[src/rtl/uart_rx_frame.sv]
// UART receive frame engine: oversampled start detection with glitch rejection,
// LSB-first deserialisation, optional parity check and stop-bit check.
module uart_rx_frame #(
  parameter int DATA_LENGTH = 8,
  parameter int OVERSAMPLE  = 8
) (
  input  logic                   CLK,
  input  logic                   RST,
  input  logic                   RX_IN,
  input  logic                   PAR_EN,
  input  logic                   PAR_TYPE,
  output logic [DATA_LENGTH-1:0] P_DATA,
  output logic                   Data_valid,
  output logic                   Par_err,
  output logic                   Stp_err
);

  localparam int H  = OVERSAMPLE / 2;
  localparam int SW = $clog2(OVERSAMPLE);
  localparam int BW = $clog2(DATA_LENGTH + 1);

  localparam logic [SW-1:0] SAMP_A    = SW'(H - 1);
  localparam logic [SW-1:0] SAMP_B    = SW'(H);
  localparam logic [SW-1:0] SAMP_DEC  = SW'(H + 1);
  localparam logic [SW-1:0] SAMP_LAST = SW'(OVERSAMPLE - 1);
  localparam logic [BW-1:0] BIT_LAST  = BW'(DATA_LENGTH - 1);

  localparam logic [2:0] IDLE   = 3'd0;
  localparam logic [2:0] START  = 3'd1;
  localparam logic [2:0] DATA   = 3'd2;
  localparam logic [2:0] PARITY = 3'd3;
  localparam logic [2:0] STOP   = 3'd4;

  logic [2:0]             state_reg;
  logic [SW-1:0]          samp_cnt_reg;
  logic [BW-1:0]          bit_cnt_reg;
  logic [DATA_LENGTH-1:0] shift_reg;
  logic                   cap_a_reg;
  logic                   cap_b_reg;
  logic                   par_en_reg;
  logic                   par_type_reg;
  logic                   par_fail_reg;

  logic maj;
  logic at_dec;
  logic at_last;

  // The third capture is the live line value, so the vote completes at H+1.
  always_comb begin
    maj     = (cap_a_reg & cap_b_reg) | (cap_a_reg & RX_IN) | (cap_b_reg & RX_IN);
    at_dec  = (samp_cnt_reg == SAMP_DEC);
    at_last = (samp_cnt_reg == SAMP_LAST);
  end

  always_ff @(posedge CLK) begin
    if (RST) begin
      state_reg    <= IDLE;
      samp_cnt_reg <= '0;
      bit_cnt_reg  <= '0;
      shift_reg    <= '0;
      cap_a_reg    <= 1'b1;
      cap_b_reg    <= 1'b1;
      par_en_reg   <= 1'b0;
      par_type_reg <= 1'b0;
      par_fail_reg <= 1'b0;
      P_DATA       <= '0;
      Data_valid   <= 1'b0;
      Par_err      <= 1'b0;
      Stp_err      <= 1'b0;
    end else begin
      Data_valid <= 1'b0;
      Par_err    <= 1'b0;
      Stp_err    <= 1'b0;

      if (state_reg != IDLE) begin
        if (samp_cnt_reg == SAMP_A) cap_a_reg <= RX_IN;
        if (samp_cnt_reg == SAMP_B) cap_b_reg <= RX_IN;
        samp_cnt_reg <= at_last ? '0 : samp_cnt_reg + SW'(1);
      end

      case (state_reg)
        IDLE: begin
          // The detect cycle itself is sample 0 of the start bit.
          if (!RX_IN) begin
            state_reg    <= START;
            samp_cnt_reg <= SW'(1);
            bit_cnt_reg  <= '0;
            par_en_reg   <= PAR_EN;
            par_type_reg <= PAR_TYPE;
            par_fail_reg <= 1'b0;
          end
        end
        START: begin
          if (at_dec && maj) begin
            state_reg    <= IDLE;
            samp_cnt_reg <= '0;
          end else if (at_last) begin
            state_reg <= DATA;
          end
        end
        DATA: begin
          if (at_dec) shift_reg <= {maj, shift_reg[DATA_LENGTH-1:1]};
          if (at_last) begin
            if (bit_cnt_reg == BIT_LAST) begin
              bit_cnt_reg <= '0;
              state_reg   <= par_en_reg ? PARITY : STOP;
            end else begin
              bit_cnt_reg <= bit_cnt_reg + BW'(1);
            end
          end
        end
        PARITY: begin
          if (at_dec && (maj != ((^shift_reg) ^ par_type_reg))) par_fail_reg <= 1'b1;
          if (at_last) state_reg <= STOP;
        end
        STOP: begin
          // Leave half a bit early so the next start edge is never missed.
          if (at_dec) begin
            state_reg    <= IDLE;
            samp_cnt_reg <= '0;
            if (!maj) begin
              Stp_err <= 1'b1;
            end else if (par_fail_reg) begin
              Par_err <= 1'b1;
            end else begin
              Data_valid <= 1'b1;
              P_DATA     <= shift_reg;
            end
          end
        end
        default: begin
          state_reg    <= IDLE;
          samp_cnt_reg <= '0;
        end
      endcase
    end
  end

endmodule

[config.mk]
export PLATFORM = sky130hd
export DESIGN_NAME = uart_rx_frame
export DESIGN_NICKNAME = d
export VERILOG_FILES = /design/src/rtl/uart_rx_frame.sv
export SDC_FILE = /design/constraint.sdc
export NUM_CORES = 1
export LEC_CHECK = 0
export BUFFER_PORTS_ARGS = -buffer_cell sky130_fd_sc_hd__buf_2
export CAP_MARGIN = 20
export CORE_UTILIZATION = 52
export DETAILED_ROUTE_END_ITERATION = 8
export HOLD_SLACK_MARGIN = 0.1
export PLACE_DENSITY_LB_ADDON = 0.1
export RECOVER_POWER = 50
export SLEW_MARGIN = 20
export SYNTH_ARGS = -nofsm -noshare
export SYNTH_HDL_FRONTEND = slang
export SYNTH_SLANG_ARGS = --single-unit
[constraint.sdc]
create_clock -name CLK -period 1.55 [get_ports CLK]
set_input_delay 0.155 -clock CLK [delete_from_list [all_inputs] [get_ports CLK]]
set_output_delay 0.155 -clock CLK [all_outputs]
set_load 0.02 [all_outputs]
==> out/metrics.csv, run 1 <==
stage,metric,value,unit
critical_path,cp_slowest_stage_delay,420,ps
timing,fin_skew,15.49,ps
global_route,first_global_vias,1312,
detailed_routing,num_vias,1457,
cts,clk_path_buf_depth,2,
critical_path,rr_worst_depth,5,
die,initial_core_util,56.01,%
timing,fin_tns_setup,-43.71,ps
synth,ys_types,45,
final_layout,layout_common_cells,"26 x dfxtp_1, 25 x buf_4, 16 x nor2_1, 15 x a21oi_1, 14 x nand2_1",
synth,yosysSeqAreaShare,39.16,%
critical_path,crit_type,register to register,
placement,hpwl,2.639,mm
timing,tightest_slew,477.6,ps
pwr,p_per_area,850.1,nW/um^2
final_layout,fillers,264,
final_layout,layout_commonest_cell,dfxtp_1,
timing,setup_violations,2,
die,fp-row-count,20,
detailed_routing,drt-initial-drc-count,61,
critical_path,cp_slowest_cell,dfxtp_2,
detailed_routing,drt_wl_total,3.679,mm
timing,rsz0062_at_grt,true,
critical_path,cp.arrival,1810,ps
cts,cts_inserted_buffers,5,
timing,min_period,1574,ps
hold_path,whs_path_depth,3,
placement,gp_congestion,0.7742,
synth,synth-async-reset-ratio,0,%
pwr,irDropWorstVdd,0.5647,mV
die,chipHeight,59.81,um
detailed_routing,drt_first_pass_iters,4,
die,pin_count,16,
final_layout,final_core_util,70.20,%
cts,cts-root-buf,clkbuf_4,
die,core_area,3103,um^2
final_layout,drive_gt1_share,28.51,%
final_layout,multiInputGateArea,1027,um^2
hold_path,hold_path_class,primary input to register,
synth,synthCells,182,
synth,synth_edf_count,0,
die,dieArea,3577,um^2
critical_path,cp_max_fo,6,
status,status,"complete, but fails checks",
critical_path,crit_required,1780,ps
critical_path,cp-end-kind,register,
timing,finalCritPeriodShare,101.6,%
placement,portBuffers,15,
cts,clk_latency,350,ps
status,violations,setup timing,
synth,ys_ff_latch,34,
detailed_routing,drc,0,
detailed_routing,route.detailed.vias_per_inst,5.498,
final_layout,nNetsFinal,231,
final_layout,antenna_cells,0,
critical_path,cp_cell_sequence,buf_4 -> and3b_1 -> a211oi_1 -> a2111oi_0 -> o32ai_1,
synth,yosysWarnings,0,
global_route,grt_max_degree,20,
timing,maxSlewHeadroom,67.33,%
detailed_routing,avgRoutedWirePerCell,13.88,um
synth,syn-num-nets,193,
global_route,grt_pass1_wl,6.037,mm
final_layout,area_growth,25.34,%
global_route,grt-ovfl-total,0,
critical_path,worst_setup_path_start_kind,register,
detailed_routing,ant_nets,0,
timing,hold_viol_final,0,
pwr,power_leakage,0.8849,nW
global_route,grt_usage,22.70,%
synth,syn_avg_cell_area,9.549,um^2
die,die_w,59.81,um
global_route,antenna_found_initial,0,
final_layout,regArea,695.7,um^2
timing,slew_violations,0,
run,drv_cap,0,
cts,tritoncts,done,
timing,layout_setup_ws,-24.28,ps
cts,cts_num_sinks,34,
synth,syn_area,1738,um^2
timing,fmax,635.2,MHz
timing,hold_ws,155.5,ps
cts,clkTransAtPathRegs,120,ps
cts,htreeDepth,2,
pwr,total_power,1.852,mW
synth,synth_ff_type,dfxtp_1,
## final timing paths
check / start / end / slack (ps)
min: RX_IN / samp_cnt_reg[2] / 160
min reg2reg: bit_cnt_reg[3] / bit_cnt_reg[3] / 500
max reg2reg: samp_cnt_reg[2] / state_reg[1] / -20
max: samp_cnt_reg[2] / state_reg[1] / -20
## power by group
part | total [mW] | switching [mW] | leakage [nW] | internal (mW)
clock | 0.817 | 0.313 | 0.0554 | 0.505
combinational | 0.139 | 0.0734 | 0.551 | 0.0654
sequential | 0.896 | 0.0135 | 0.279 | 0.882
## repair_timing
item | 4_1_cts | 5_1_grt
pin swaps | 2 | 3
setup endpoints to repair | 3 | 15
resized for setup | 14 | 10
hold endpoints to repair | 2 | 0
setup buffers | 1 | 1
hold buffers | 2 | 0
## cell families (layout without fill, tap and decap cells)
logic type	after synthesis	count (layout)	synth area share (%)
fa+ha+maj	7	7	4.967
simple gates	61	61	21.53
mux	11	11	6.336
buf+inv	17	56	5.328
flops	34	34	39.16
xor+xnor	7	7	5.112
compound gates	45	45	17.57
## critical path: cells and delay by family, from the launching register on
| family | cells | cell delay [ps] |
|---|---|---|
| DFF | 1 | 420 |
| AOI/OAI and AO/OA | 3 | 640 |
| buffers and inverters | 1 | 180 |
| and+or+nand+nor | 1 | 220 |
## cells in the mapped netlist (3+ instances only)
cell / count / area, um^2
buf_6: 3 / 33.78
nor3_1: 5 / 25.02
xnor2_1: 3 / 26.28
nand3_1: 7 / 35.03
nand2_1: 14 / 52.55
o21ai_0: 8 / 40.04
ha_1: 6 / 75.07
clkbuf_1: 5 / 18.77
a21oi_1: 17 / 85.08
nor2_1: 16 / 60.06
o31ai_1: 3 / 22.52
mux2i_1: 11 / 110.1
inv_1: 6 / 22.52
dfxtp_1: 34 / 680.7
nand2b_1: 3 / 18.77
## metal layers
| metal | vias to the layer above | share of wire (%) | track usage (%) |
|---|---|---|---|
| met5 | - | 0 | 0 |
| met4 | 0 | 0.95 | 6.645 |
| met3 | 3 | 5.3 | 6.061 |
| met2 | 39 | 48 | 37.94 |
| met1 | 686 | 46 | 28.50 |
| li1 | 729 | - | - |
## final cells by class
class                   count  area share, %
multi-input cells         131          47.16
clock buffers               5          1.723
well taps                  44          2.527
inverters                   6          1.149
repair buffers             42          12.35
clock inverters             3          3.159
flip-flops and latches     34          31.94
## metrics by stage
| stage | instance area, um^2 | setup slack [ps] | instances |
|---|---|---|---|
| floorplan | 1742 | -27.86 | 182 |
| global placement | 1973 | -0.8866 | 253 |
| detailed placement | 1973 | -85.01 | 253 |
| CTS | 2156 | -2.824 | 264 |
| global route | 2178 | -85.87 | 265 |
| finish | 2178 | -24.28 | 265 |
(Power assumes the default switching activity.)
==> inputs of run 2 (changes only) <==
- SETUP_SLACK_MARGIN: unset -> 0.3
==> run 2 against run 1 <==
  * The flow now finishes without violations
  * Via count grew 6.0%
  * Combinational power increased by 32%
  * Core utilization is 5.5 points higher
  * Critical path depth grew 2
  * Flip-flop and latch count unchanged
  * Critical endpoint unchanged
==> out/metrics.csv, run 2 (same netlist as run 1, synthesis figures left out) <==
stage,metric,value,unit
critical_path,r2r_slack,50,ps
pwr,p_seq_share,57.2,%
detailed_routing,drc,0,
hold_path,hold_path_class,primary input to register,
detailed_routing,top_layer,met4,
global_route,grt-ovfl-total,0,
global_route,grt_pass1_wl,6.831,mm
detailed_routing,route.detailed.vias_per_inst,5.805,
run,drv_cap,0,
global_route,first_global_vias,1485,
die,die_w,59.81,um
cts,cts_num_sinks,34,
final_layout,drive_gt1_share,37.84,%
placement,gp_congestion,0.8055,
timing,hold_viol_final,0,
die,fp-row-count,20,
critical_path,r2r_start,samp_cnt_reg[1],
status,status,completed,
detailed_routing,drt-initial-drc-count,89,
global_route,grt_max_degree,23,
final_layout,layout_commonest_cell,dfxtp_1,
cts,clk_path_buf_depth,2,
critical_path,cp-end-kind,register,
cts,clkTransAtPathRegs,110,ps
detailed_routing,route.met2.wl,2.271,mm
critical_path,cp_slowest_stage_delay,380,ps
final_layout,area_growth,35.13,%
die,dieArea,3577,um^2
placement,dp_cells,239,
critical_path,rr_endpoint,state_reg[1],
pwr,irDropWorstVdd,0.5930,mV
timing,finalCritPeriodShare,96.53,%
die,chipHeight,59.81,um
final_layout,nNetsFinal,234,
global_route,grt_usage,26.14,%
pwr,clkPwrFrac,31.1,%
timing,fmax,668.4,MHz
final_layout,layout_common_cells,"24 x dfxtp_1, 20 x buf_4, 16 x nor2_1, 13 x nand2_1, 12 x a21oi_1",
critical_path,worst_setup_path_start_kind,register,
detailed_routing,drt_wl_total,4.387,mm
cts,htreeDepth,2,
detailed_routing,num_vias,1544,
cts,cts-root-buf,clkbuf_4,
critical_path,cp_cell_sequence,inv_4 -> ha_4 -> nand3_1 -> o211a_1 -> buf_4 -> a2111oi_4 -> o32ai_1,
timing,fin_skew,18.21,ps
critical_path,cp_max_fo,4,
timing,min_period,1496,ps
pwr,switching_power,0.3958,mW
pwr,internal_power,1.173,mW
die,core_area,3103,um^2
global_route,antenna_found_initial,0,
critical_path,crit_cells,7,
timing,setup_violations,0,
final_layout,final_core_util,75.69,%
pwr,power_leakage,0.8953,nW
critical_path,crit_type,register to register,
die,initial_core_util,56.01,%
cts,clk_latency,360,ps
critical_path,setup.worst_path.start,samp_cnt_reg[1],
pwr,comb_power_share,11.7,%
final_layout,instances_no_fill,266,
detailed_routing,drt_first_pass_iters,4,
final_layout,antenna_cells,0,
cts,tritoncts,done,
critical_path,cp_slowest_cell,dfxtp_4,
cts,cts_inserted_buffers,5,
detailed_routing,ant_nets,0,
timing,slew_violations,0,
die,pin_count,16,
detailed_routing,met1_length,1.770,mm
detailed_routing,avgRoutedWirePerCell,16.49,um
placement,hpwl,2.680,mm
placement,pre_cts_ws,-14.01,ps
timing,maxSlewHeadroom,72.44,%
placement,portBuffers,15,
final_layout,fillers,227,
timing,layout_setup_ws,53.86,ps
critical_path,crit_required,1780,ps
critical_path,rr_worst_depth,7,
timing,rsz0062_at_grt,true,
critical_path,crit_buf_inv,2,
detailed_routing,wl_met3,199,um
critical_path,cp.arrival,1730,ps
critical_path,path_delay_family,compound AO/OA/AOI/OAI gates,
pwr,p_per_area,667.9,nW/um^2
timing,tightest_slew,410.3,ps
pwr,swShare,25.23,%
critical_path,crit_end,state_reg[1],
run 2: cell types whose count changed in the layout (fill, tap and decap cells not counted), sizes merged:
cell	before	now
buf	29	32
clkbuf	16	17
bufinv	2	0
clkinv	1	0
run 2: what timing repair did:
| item | in CTS | in global routing |
|---|---|---|
| resized for setup | 20 | 23 |
| setup buffers | 15 | 4 |
| endpoints found under the hold margin | 2 | 0 |
| endpoints found under the setup margin | 32 | 33 |
| hold buffers | 2 | 0 |
| pin swaps | 15 | 12 |
run 2: area by class of cell:
cell class / count / area, um^2 / area share, %
Clock buffer: 6 / 51.30 / 2.184
Inverter: 6 / 25.02 / 1.066
Multi-Input combinational cell: 131 / 1175 / 50.03
Sequential cell: 34 / 703.2 / 29.94
Tap cell: 44 / 55.05 / 2.344
Timing Repair Buffer: 45 / 339.1 / 14.44
run 2: power groups by stage:
stage	clock [mW]	sequential, mW	combinational [mW]
6_report	0.489	0.897	0.183
4_1_cts	0.488	0.894	0.154
5_1_grt	0.529	0.898	0.196
2_1_floorplan	0	0.914	0.0940
3_5_place_dp	0	0.921	0.117
3_3_place_gp	0	0.920	0.112
run 2: worst min-delay path by stage:
stage / depth (start not counted) / start / end
CTS: 2 / RST / samp_cnt_reg[0]
global placement: 3 / PAR_EN / par_en_reg
global route: 2 / RST / samp_cnt_reg[2]
floorplan: 2 / PAR_EN / par_en_reg
finish: 2 / RST / samp_cnt_reg[2]
detailed placement: 3 / PAR_EN / par_en_reg
run 2: stage by stage:
step	total power, mW	cell area [um^2]	hold slack (ps)	TNS (ps)
5_1_grt	1.623	2349	139.7	-3.458
4_1_cts	1.536	2223	140.3	0
6_report	1.569	2349	137.8	0
2_1_floorplan	1.008	1841	302.2	0
3_5_place_dp	1.038	1977	403.2	-14.01
3_3_place_gp	1.032	1977	393.5	0
run 2: layer usage:
layer | global-route usage, % | vias to the layer above
met1 | 29.97 | 747
met4 | 13.95 | 0
met2 | 44.44 | 39
li1 | - | 739
met3 | 6.494 | 19
met5 | 0 | -
==> inputs of run 3 (changes only) <==
- CORE_UTILIZATION: 52 -> 60
- clock period: 1.55 -> 1.9 ns (I/O delays scaled with it)
==> run 3 against run 2 <==
  * Sequential power down 19%
  * Combinational power down 44%
  * Register-to-register slack better by 230 ps
  * Final area down 12%
  * Via count down 6.7%
  * Clock power down 13%
  * Non-clock buffer count down 12
  * Hold slack better by 50 ps
  * Cell count down 8.6%
  * Global-route usage down 0.91 points
==> out/metrics.csv, run 3 (same netlist as run 1, synthesis figures left out) <==
stage,metric,value,unit
detailed_routing,drt-initial-drc-count,71,
die,chipHeight,55.82,um
run,drv_cap,0,
placement,hpwl,2.431,mm
global_route,grt_pass1_wl,6.051,mm
detailed_routing,drt_first_pass_iters,4,
timing,fmax,619.8,MHz
cts,tritoncts,done,
pwr,clkPwrFrac,33.7,%
cts,cts_inserted_buffers,5,
timing,hold_viol_final,0,
cts,htreeDepth,2,
pwr,power_leakage,0.8177,nW
detailed_routing,avgRoutedWirePerCell,15.33,um
timing,maxSlewHeadroom,75.47,%
final_layout,drive_gt1_share,24.53,%
final_layout,nNetsFinal,222,
cts,cts-root-buf,clkbuf_4,
critical_path,cp_max_fo,7,
placement,gp_congestion,0.9472,
timing,hold_ws,187.3,ps
critical_path,cp.arrival,1840,ps
placement,dpl_cell_area,1859,um^2
global_route,first_global_vias,1350,
critical_path,worst_setup_path_start_kind,register,
detailed_routing,ant_nets,0,
timing,setup_violations,0,
die,core_area,2758,um^2
timing,min_period,1614,ps
timing,fin_skew,5.517,ps
detailed_routing,drt_wl_total,3.726,mm
detailed_routing,route.detailed.vias_per_inst,5.926,
timing,fin_tns_setup,0,ps
pwr,swShare,25.10,%
die,initial_core_util,63.02,%
detailed_routing,drc,0,
detailed_routing,num_vias,1440,
final_layout,final_core_util,75.00,%
cts,cts_num_sinks,34,
placement,portBuffers,15,
final_layout,area_growth,19.01,%
critical_path,crit_required,2120,ps
global_route,grt-ovfl-total,0,
timing,rsz0062_at_grt,true,
pwr,p_seq_share,58.1,%
status,status,completed,
pwr,comb_power_share,8.2,%
global_route,grt_max_degree,22,
pwr,irDropWorstVdd,0.6842,mV
pwr,total_power,1.255,mW
cts,clk_latency,340,ps
timing,slew_violations,0,
die,pin_count,16,
critical_path,crit_type,register to register,
critical_path,cp-end-kind,register,
final_layout,fillers,203,
final_layout,fin_area,2068,um^2
final_layout,antenna_cells,0,
final_layout,layout_commonest_cell,dfxtp_1,
final_layout,multiInputGateArea,1040,um^2
pwr,p_per_area,606.8,nW/um^2
die,die_w,55.82,um
hold_path,hold_path_class,primary input to register,
die,dieArea,3116,um^2
final_layout,layout_common_cells,"27 x dfxtp_1, 16 x a21oi_1, 16 x nor2_1, 14 x nand2_1, 14 x buf_4",
die,fp-row-count,19,
timing,tightest_slew,368.0,ps
global_route,grt_usage,25.22,%
final_layout,regArea,699.4,um^2
pwr,switching_power,0.3150,mW
global_route,antenna_found_initial,0,
cts,clkTransAtPathRegs,110,ps
pwr,internal_power,0.9400,mW
cts,clk_path_buf_depth,2,
timing,finalCritPeriodShare,84.92,%
## run 3: changes by cell type in the layout (fill, tap and decap cells not counted), moves of 3 or more
cell,before,now
buf_4,20,14
buf_6,6,1
a21oi_1,12,16
dfxtp_1,24,27
dfxtp_2,6,3
o31ai_1,0,3
## run 3: final timing paths
kind / start / end / slack [ps] / cells past startpoint
min reg2reg: bit_cnt_reg[3] / bit_cnt_reg[3] / 470 / 1
max: state_reg[0] / bit_cnt_reg[3] / 290 / 6
max reg2reg: state_reg[0] / bit_cnt_reg[3] / 290 / 6
min: RX_IN / samp_cnt_reg[2] / 190 / 3
## run 3: cell type report
cell class	count	share of cell area, %
Inverter	6	1.210
Multi-Input combinational cell	131	50.27
Sequential cell	34	33.82
Clock inverter	2	0.6050
Timing Repair Buffer	33	9.740
Clock buffer	6	2.480
Tap cell	31	1.875
## run 3: routing by layer
| metal | track usage (%) | share of wire [%] |
|---|---|---|
| met1 | 32.78 | 48 |
| met4 | 10.80 | 1.3 |
| met3 | 6.977 | 4.6 |
| met2 | 39.59 | 46 |
| met5 | 0 | 0 |
## run 3: repair_timing
action,4_1_cts,5_1_grt
gates resized for setup,21,9
endpoints found under the setup margin,11,7
buffers inserted,2,4
gates cloned,0,0
pin swaps,3,5
endpoints found under the hold margin,2,0
hold buffers,2,0
## run 3: stage by stage
stage / cells / setup WS [ps]
final: 243 / 286.5
after global routing: 243 / 182.5
after CTS: 239 / 307.6
after detailed placement: 227 / 207.2
after global placement: 227 / 262.9
after floorplan: 182 / 300.7
## run 3: power groups by stage
stage / clock network (mW) / logic, mW / registers [mW]
2_1_floorplan: 0 / 0.0720 / 0.742
3_3_place_gp: 0 / 0.0876 / 0.745
3_5_place_dp: 0 / 0.0909 / 0.746
4_1_cts: 0.433 / 0.103 / 0.732
5_1_grt: 0.466 / 0.112 / 0.731
6_report: 0.423 / 0.103 / 0.729
## run 3: worst max-delay path: stages, from the launching register on
cell and delay [ps]:
dfxtp_2 390, buf_4 180, nor4_4 250, clkbuf_1 330, a21oi_1 130, a21oi_1 140, a211oi_1 80
